===== config.mk =====
export PLATFORM = sky130hd
export DESIGN_NAME = rs232_tx
export DESIGN_NICKNAME = d
export VERILOG_FILES = /design/src/rtl/rs232_pkg.sv /design/src/rtl/rs232_tx.sv
export SDC_FILE = /design/constraint.sdc
export NUM_CORES = 1
export LEC_CHECK = 0
export CORE_MARGIN = 2
export CORE_UTILIZATION = 49
export CTS_CLUSTER_DIAMETER = 50
export CTS_CLUSTER_SIZE = 28
export DETAILED_ROUTE_END_ITERATION = 8
export PLACE_DENSITY = 0.74
export SETUP_SLACK_MARGIN = 0.4
export SLEW_MARGIN = 20
export SYNTH_ARGS = -nofsm -noshare
export SYNTH_HDL_FRONTEND = slang
export SYNTH_SLANG_ARGS = --single-unit

===== constraint.sdc =====
create_clock -name clk -period 1.65 [get_ports clk]
set_clock_uncertainty 0.2 [all_clocks]
set_input_delay 0.33 -clock clk [delete_from_list [all_inputs] [get_ports clk]]
set_output_delay 0.33 -clock clk [all_outputs]
set_load 0.03 [all_outputs]

===== src/rtl/rs232_pkg.sv =====
// Shared definitions for the RS232 transmit path: FSM state encoding and line levels.
package rs232_pkg;

  // State encoding shared by the transmitter FSM.
  localparam logic [2:0] IDLE  = 3'd0;
  localparam logic [2:0] START = 3'd1;
  localparam logic [2:0] DATA  = 3'd2;
  localparam logic [2:0] PAR   = 3'd3;
  localparam logic [2:0] STOP  = 3'd4;

  // Level of an idle (mark) serial line; also the stop-bit level.
  localparam logic RS232_IDLE_LEVEL = 1'b1;

  typedef enum logic [2:0] {
    StIdle  = IDLE,
    StStart = START,
    StData  = DATA,
    StPar   = PAR,
    StStop  = STOP
  } tx_state_e;

endpackage


===== src/rtl/rs232_tx.sv =====
// RS232 serial transmitter. Accepts one word per valid/ready handshake and sends it LSB-first
// as start bit, DATA_BITS data bits, optional parity bit and STOP_BITS stop bits, one bit per
// baud_en pulse. Parity is compiled in only when RS232_TX_PARITY_EN is defined; PARITY_ODD
// exists only in that build.
module rs232_tx
  import rs232_pkg::*;
#(
  parameter int unsigned DATA_BITS  = 8,
  parameter int unsigned STOP_BITS  = 1
`ifdef RS232_TX_PARITY_EN
  ,
  parameter bit          PARITY_ODD = 1'b0
`endif
) (
  input  logic                 clk,
  input  logic                 rst_n,
  input  logic                 baud_en,
  input  logic [DATA_BITS-1:0] tx_data,
  input  logic                 tx_valid,
  output logic                 tx_ready,
  output logic                 tx_done,
  output logic                 txd
);

  localparam int unsigned CntW = $clog2(DATA_BITS + 1);

  tx_state_e            state;
  logic [DATA_BITS-1:0] shifter;
  logic [CntW-1:0]      bit_cnt;
  logic [CntW-1:0]      stop_cnt;
`ifdef RS232_TX_PARITY_EN
  logic                 parity;
`endif

  // Frame FSM; every output is registered and txd only moves on baud_en edges.
  always_ff @(posedge clk or negedge rst_n) begin
    if (!rst_n) begin
      state    <= StIdle;
      shifter  <= '0;
      bit_cnt  <= '0;
      stop_cnt <= '0;
      txd      <= RS232_IDLE_LEVEL;
      tx_ready <= 1'b1;
      tx_done  <= 1'b0;
`ifdef RS232_TX_PARITY_EN
      parity   <= 1'b0;
`endif
    end else begin
      tx_done <= 1'b0;
      unique case (state)
        StIdle: begin
          // A baud_en coinciding with accept is deliberately ignored: the start bit
          // waits for the next full baud period.
          if (tx_valid && tx_ready) begin
            shifter  <= tx_data;
            tx_ready <= 1'b0;
            state    <= StStart;
`ifdef RS232_TX_PARITY_EN
            parity   <= (^tx_data) ^ PARITY_ODD;
`endif
          end
        end
        StStart: begin
          if (baud_en) begin
            txd     <= 1'b0;
            bit_cnt <= '0;
            state   <= StData;
          end
        end
        StData: begin
          if (baud_en) begin
            if (bit_cnt == CntW'(DATA_BITS)) begin
              // Last data bit has had its full period: begin the next field now.
`ifdef RS232_TX_PARITY_EN
              txd      <= parity;
              state    <= StPar;
`else
              txd      <= RS232_IDLE_LEVEL;
              stop_cnt <= CntW'(1);
              state    <= StStop;
`endif
            end else begin
              txd     <= shifter[0];
              shifter <= {1'b0, shifter[DATA_BITS-1:1]};
              bit_cnt <= bit_cnt + CntW'(1);
            end
          end
        end
`ifdef RS232_TX_PARITY_EN
        StPar: begin
          if (baud_en) begin
            txd      <= RS232_IDLE_LEVEL;
            stop_cnt <= CntW'(1);
            state    <= StStop;
          end
        end
`endif
        StStop: begin
          if (baud_en) begin
            if (stop_cnt == CntW'(STOP_BITS)) begin
              state    <= StIdle;
              tx_done  <= 1'b1;
              tx_ready <= 1'b1;
            end else begin
              txd      <= RS232_IDLE_LEVEL;
              stop_cnt <= stop_cnt + CntW'(1);
            end
          end
        end
        default: begin
          state    <= StIdle;
          txd      <= RS232_IDLE_LEVEL;
          tx_ready <= 1'b1;
        end
      endcase
    end
  end

endmodule


# == After elaboration in Yosys (flattened, before gate mapping) ==
# Cells that the tools add are included.
# word_totals
regBits,22
input_bits,12
word_cells,69
# classes
add_sub_neg,2
eq_ne,13
muxes,33
bitwise,2
reduce_logical,12
# ops
operator,count
4-bit 2-to-1 mux,7
8-bit 2-to-1 mux,3
3-bit 2-to-1 mux,6
2-bit inequality test (second input constant),8
4-bit one-hot mux with 2 select lines,2
8-bit one-hot mux with 2 select lines,1
3-bit one-hot mux with 4 select lines,1
4-bit AND reduction,3
1-bit 2-to-1 mux,11
5-bit AND reduction,2
4-bit by 1-bit adder with 4-bit output (second input constant),2
6-bit AND reduction,1
2-bit nonzero test,3
4-bit by 1-bit == test with 1-bit output (second input constant),1
4-bit == test (second input constant),1
1-bit one-hot mux with 4 select lines,1
3-bit by 1-bit == test with 1-bit output (second input constant),1
3-bit by 2-bit == test with 1-bit output (second input constant),1
3-bit == test (second input constant),1
3-bit logical NOT,1
1-bit one-hot mux with 3 select lines,1
1-bit NOT,2
2-bit OR reduction,1
1-bit logical AND,1

# == Longest topological paths before layout ==
# depth
ltp_word,4
depth_mapped,7
mapped_depth_nobuf,6

# == Worst setup path before layout ==
# Ideal clock, no wire load.
# synth_path
path_type,flip-flop to flip-flop
from,register stop_cnt[0]
to,register stop_cnt[2]
setup_ps,124
arrival_ps,1392
required_time_ps,1326
setup_slack_ps,-66
stages_incl_launch_ff,6
synth_period_minus_slack_ps,1716
path_cell_list,dfrtp_1 > ha_1 > nor3b_1 > nand3b_2 > and2_4 > a211o_1
# synth_via
elab_chain_cells,4
elab_cells_between_ends,7
classes_between,add/sub: 1; eq/ne: 2; mux: 3; reduce/logical: 1
# synth_rtl
item,line_no,rtl
start: declaration,rs232_tx.sv:30,logic [CntW-1:0] stop_cnt;
start signal: assignment,rs232_tx.sv:79,stop_cnt <= CntW'(1);
start signal: assignment,rs232_tx.sv:106,stop_cnt <= stop_cnt + CntW'(1);
4-bit by 1-bit adder with 4-bit output,rs232_tx.sv:106,
4-bit 2-to-1 mux,rs232_tx.sv:100,if (stop_cnt == CntW'(STOP_BITS)) begin
4-bit 2-to-1 mux,rs232_tx.sv:99,if (baud_en) begin
4-bit one-hot mux with 2 select lines,rs232_tx.sv:50,unique case (state)
# Parallel ways exist; a longest one is shown, timed or not. The select of a mux whose other input is x is not followed.
# A chain may end at the register's enable or synchronous reset.

# == Final worst setup path ==
# layout_path
from,register state[1]
to,register bit_cnt[3]
# layout_via
elab_chain_cells,3
elab_cells_between_ends,8
classes_between,eq/ne: 5; mux: 1; reduce/logical: 2
# layout_rtl
item,line_no,rtl
start: declaration,rs232_tx.sv:27,tx_state_e state;
start signal: assignment,rs232_tx.sv:38,state <= StIdle;
start signal: assignment,rs232_tx.sv:57,state <= StStart;
start signal: assignment,rs232_tx.sv:67,state <= StData;
3-bit by 2-bit == test with 1-bit output or 3-bit by 1-bit == test with 1-bit output (tied branches),rs232_tx.sv:50,
2-bit inequality test (no line) or 2-bit nonzero test (tied branches),--,
4-bit AND reduction (no line),--,
end signal: assignment,rs232_tx.sv:85,bit_cnt <= bit_cnt + CntW'(1);
end: declaration,rs232_tx.sv:29,logic [CntW-1:0] bit_cnt;
# Parallel ways exist; a longest one is shown, timed or not.

==> flow_summary.yaml <==
synth:
  yosys_register_bits: 22
  synth.net_count: 145
  synth_top_area_cell: "dfrtp_1"
  yosys_warnings: 0
  async_flop_share_pct: 100
  syn_inst: 129
  yosysSeqAreaShare_pct: 44.5
  synth_most_common_cell: "dfrtp_1"
  synth_cell_types: 33
  synth_edf_count: 0
  synthFlopType: "dfrtp_1"
  synth_common_cells: "dfrtp_1, a21oi_1, nor2_1, mux2i_1, nand2_1"
  syn_area_per_cell_um2: 9.64
  netlist.area_leader.share_pct: 40.2
  netlist_area_um2: 1240
  ys_top_cells_by_area: "dfrtp_1, mux2i_1, a21oi_1, nor2_1, dfstp_2"
worst_setup_path:
  cp_slowest_cell: "dfrtp_2"
  path_depth: 6
  cp_cell_sequence: "buf_4 -> nand4bb_4 -> buf_4 -> nor3_2 -> nor2_1 -> a31oi_1"
  timing.rr.end: "bit_cnt[3]$_DFFE_PN0P_"
  r2r-start: "state[1]$_DFFE_PN0P_"
  ff2ff_setup_slack_ns: -0.18
  required_ns: 1.68
  crit_top_cell: "buf_4"
  end_kind: "flip-flop"
  crit_buf_inv: 2
  worst_r2r_path_depth: 6
  max_stage_delay_ns: 0.53
  critPathMaxFanout: 8
  crit_type: "flip-flop to flip-flop"
  arrival_ns: 1.87
  critPathTopFamily: "flip-flops"
  setup.worst_path.start_class: "flip-flop"
placement:
  routabilityCongestion: 0.808
  dpl.hpwl_mm: 1.97
  place_inst: 190
  io_buffers: 14
  dp_worst_setup_slack_ns: -0.231
route:
  routed_wl_mm: 4.18
  remaining_drc_errors: 0
  dr.pass1.iters: 4
  drt_iter0_markers: 18
  ant_nets: 0
  vias: 1244
  routed_via_density: 5.81
  wl_per_cell_um: 19.5
clock_network:
  cts_inserted_buffers: 3
  clock_path_buffers: 2
  htree_levels: 1
  cts.clk_slew.worst_paths_ns: 0.14
  cts_hold_buf: 0
  numClockSinks: 22
  cts_tree: "built"
  insertion_delay_ns: 0.32
  clockRootBuffer: "clkbuf_4"
grt:
  grt_max_degree: 23
  antenna_found_initial: 0
  grt_pass1_wl_mm: 5.30
  grt.overflow.total: 0
  grt_pass1_vias: 1177
  grtUsageTotal_pct: 25.1
cells_and_area:
  nets: 201
  final_layout_size_suffix_gt1_share_pct: 57.1
  n_antenna_cell: 0
  instances_no_fill: 214
  syn_to_final_growth_pct: 69.5
  n_fill_cell: 115
timing:
  fin_ws_ns: -0.183
  slew_headroom_pct: 80.1
  drv_slew: 0
  period_minus_slack_ns: 1.83
  tightest_slew_ns: 0.298
  hold_viol: 0
  max_freq_ghz: 0.545
  tns_ns: -0.752
  period_share_pct: 111
  setup_viol: 9
  grt_setup_unrepaired: "yes"
floorplanning:
  initial_utilization_pct: 51.1
  die_h_um: 54.4
  io_pins: 15
  num_rows: 18
  core-area_um2: 2430
  die_w_um: 54.4
  dieArea_um2: 2960
worst_hold_path:
  hp-class: "input port to asynchronous set/reset pin"
power_and_ir_drop:
  finalPower_mw: 2.87
  p_leak_nw: 0.882
  worst_ir_drop_vdd_mv: 1.08
  powerDensity_nw_per_um2: 1360
outcome:
  status: "complete, but fails checks"
  violations: "setup timing"
flow_run:
  cap_violations: 0
[worst max path at each step]
stage / slack, ns / startpoint / endpoint
final: -0.18 / state[1]$_DFFE_PN0P_ / bit_cnt[3]$_DFFE_PN0P_
after global routing: -0.26 / state[1]$_DFFE_PN0P_ / bit_cnt[3]$_DFFE_PN0P_
after CTS: -0.0004 / bit_cnt[1]$_DFFE_PN0P_ / stop_cnt[2]$_DFFE_PN0P_
after detailed placement: -0.23 / baud_en / shifter[2]$_DFFE_PN0P_
after global placement: -0.19 / baud_en / stop_cnt[2]$_DFFE_PN0P_
after floorplan: 0.02 / bit_cnt[0]$_DFFE_PN0P_ / stop_cnt[2]$_DFFE_PN0P_
[power by group]
| group | switching (mW) | internal [mW] |
|---|---|---|
| sequential | 0.207 | 0.734 |
| combinational | 0.693 | 0.799 |
| clock | 0.189 | 0.246 |
[worst register-to-register path: stages (launching register included)]
cell,delay (ns)
dfrtp_2,0.53
buf_4,0.22
nand4bb_4,0.15
buf_4,0.17
nor3_2,0.20
nor2_1,0.07
a31oi_1,0.20
[flip-flops by register name (all words and copies together) (netlist names)]
signal,flops
shifter,8
bit_cnt,4
stop_cnt,4
state,3
tx_done,1
tx_ready,1
txd,1
[placed cells by master, fill, tap and decap left out, types with 4 or more instances in the layout]
cell             synthesis  layout
a21oi_2                  0      12
buf_4                    2      26
buf_6                    1      15
clkdlybuf4s50_1          0      10
dfrtp_1                 20      18
inv_1                    6       4
mux2i_1                  9       6
nand2_1                  8       5
nand3_1                  7       5
nor2_1                  15       9
nor2_2                   0       4
[final cells by class]
class	count	area (um2)	share of cell area (%)
multi-input cells	96	897	42.6
flip-flops and latches	22	556	26.4
repair buffers	56	543	25.8
well taps	30	37.5	1.78
clock inverters	1	30.0	1.42
clock buffers	3	22.5	1.07
inverters	6	22.5	1.07
[metrics by stage]
| step | hold slack, ns | area, um2 | util (%) |
|---|---|---|---|
| 6_report | 0.165 | 2110 | 86.7 |
| 5_1_grt | 0.186 | 2110 | 86.7 |
| 4_1_cts | 0.161 | 1930 | 79.5 |
| 3_5_place_dp | 0.305 | 1630 | 66.9 |
| 3_3_place_gp | 0.282 | 1630 | 66.9 |
| 2_1_floorplan | -0.166 | 1330 | - |
[logic make-up (layout without fill, tap and decap cells)]
logic type | count (synthesis) | in the layout | synth area share (%)
simple gates | 50 | 50 | 22.9
flops | 22 | 22 | 44.5
buf+inv | 11 | 66 | 4.73
fa+ha+maj | 4 | 4 | 4.02
compound gates | 33 | 33 | 16.6
mux | 9 | 9 | 7.24
[metal layers]
metal,track usage (%),routed length (um),up-vias
met2,43.2,2200,40
met4,10.0,142,0
met5,0,0,-
li1,-,-,570
met1,31.8,1660,618
met3,3.28,175,16
[what timing repair did]
item / CTS / global route
setup endpoints to repair: 25 / 25
cloned: 0 / 2
resized for setup: 44 / 24
setup buffers: 12 / 6
pin swaps: 9 / 10
Note: power is estimated with default switching activity, not from simulation.
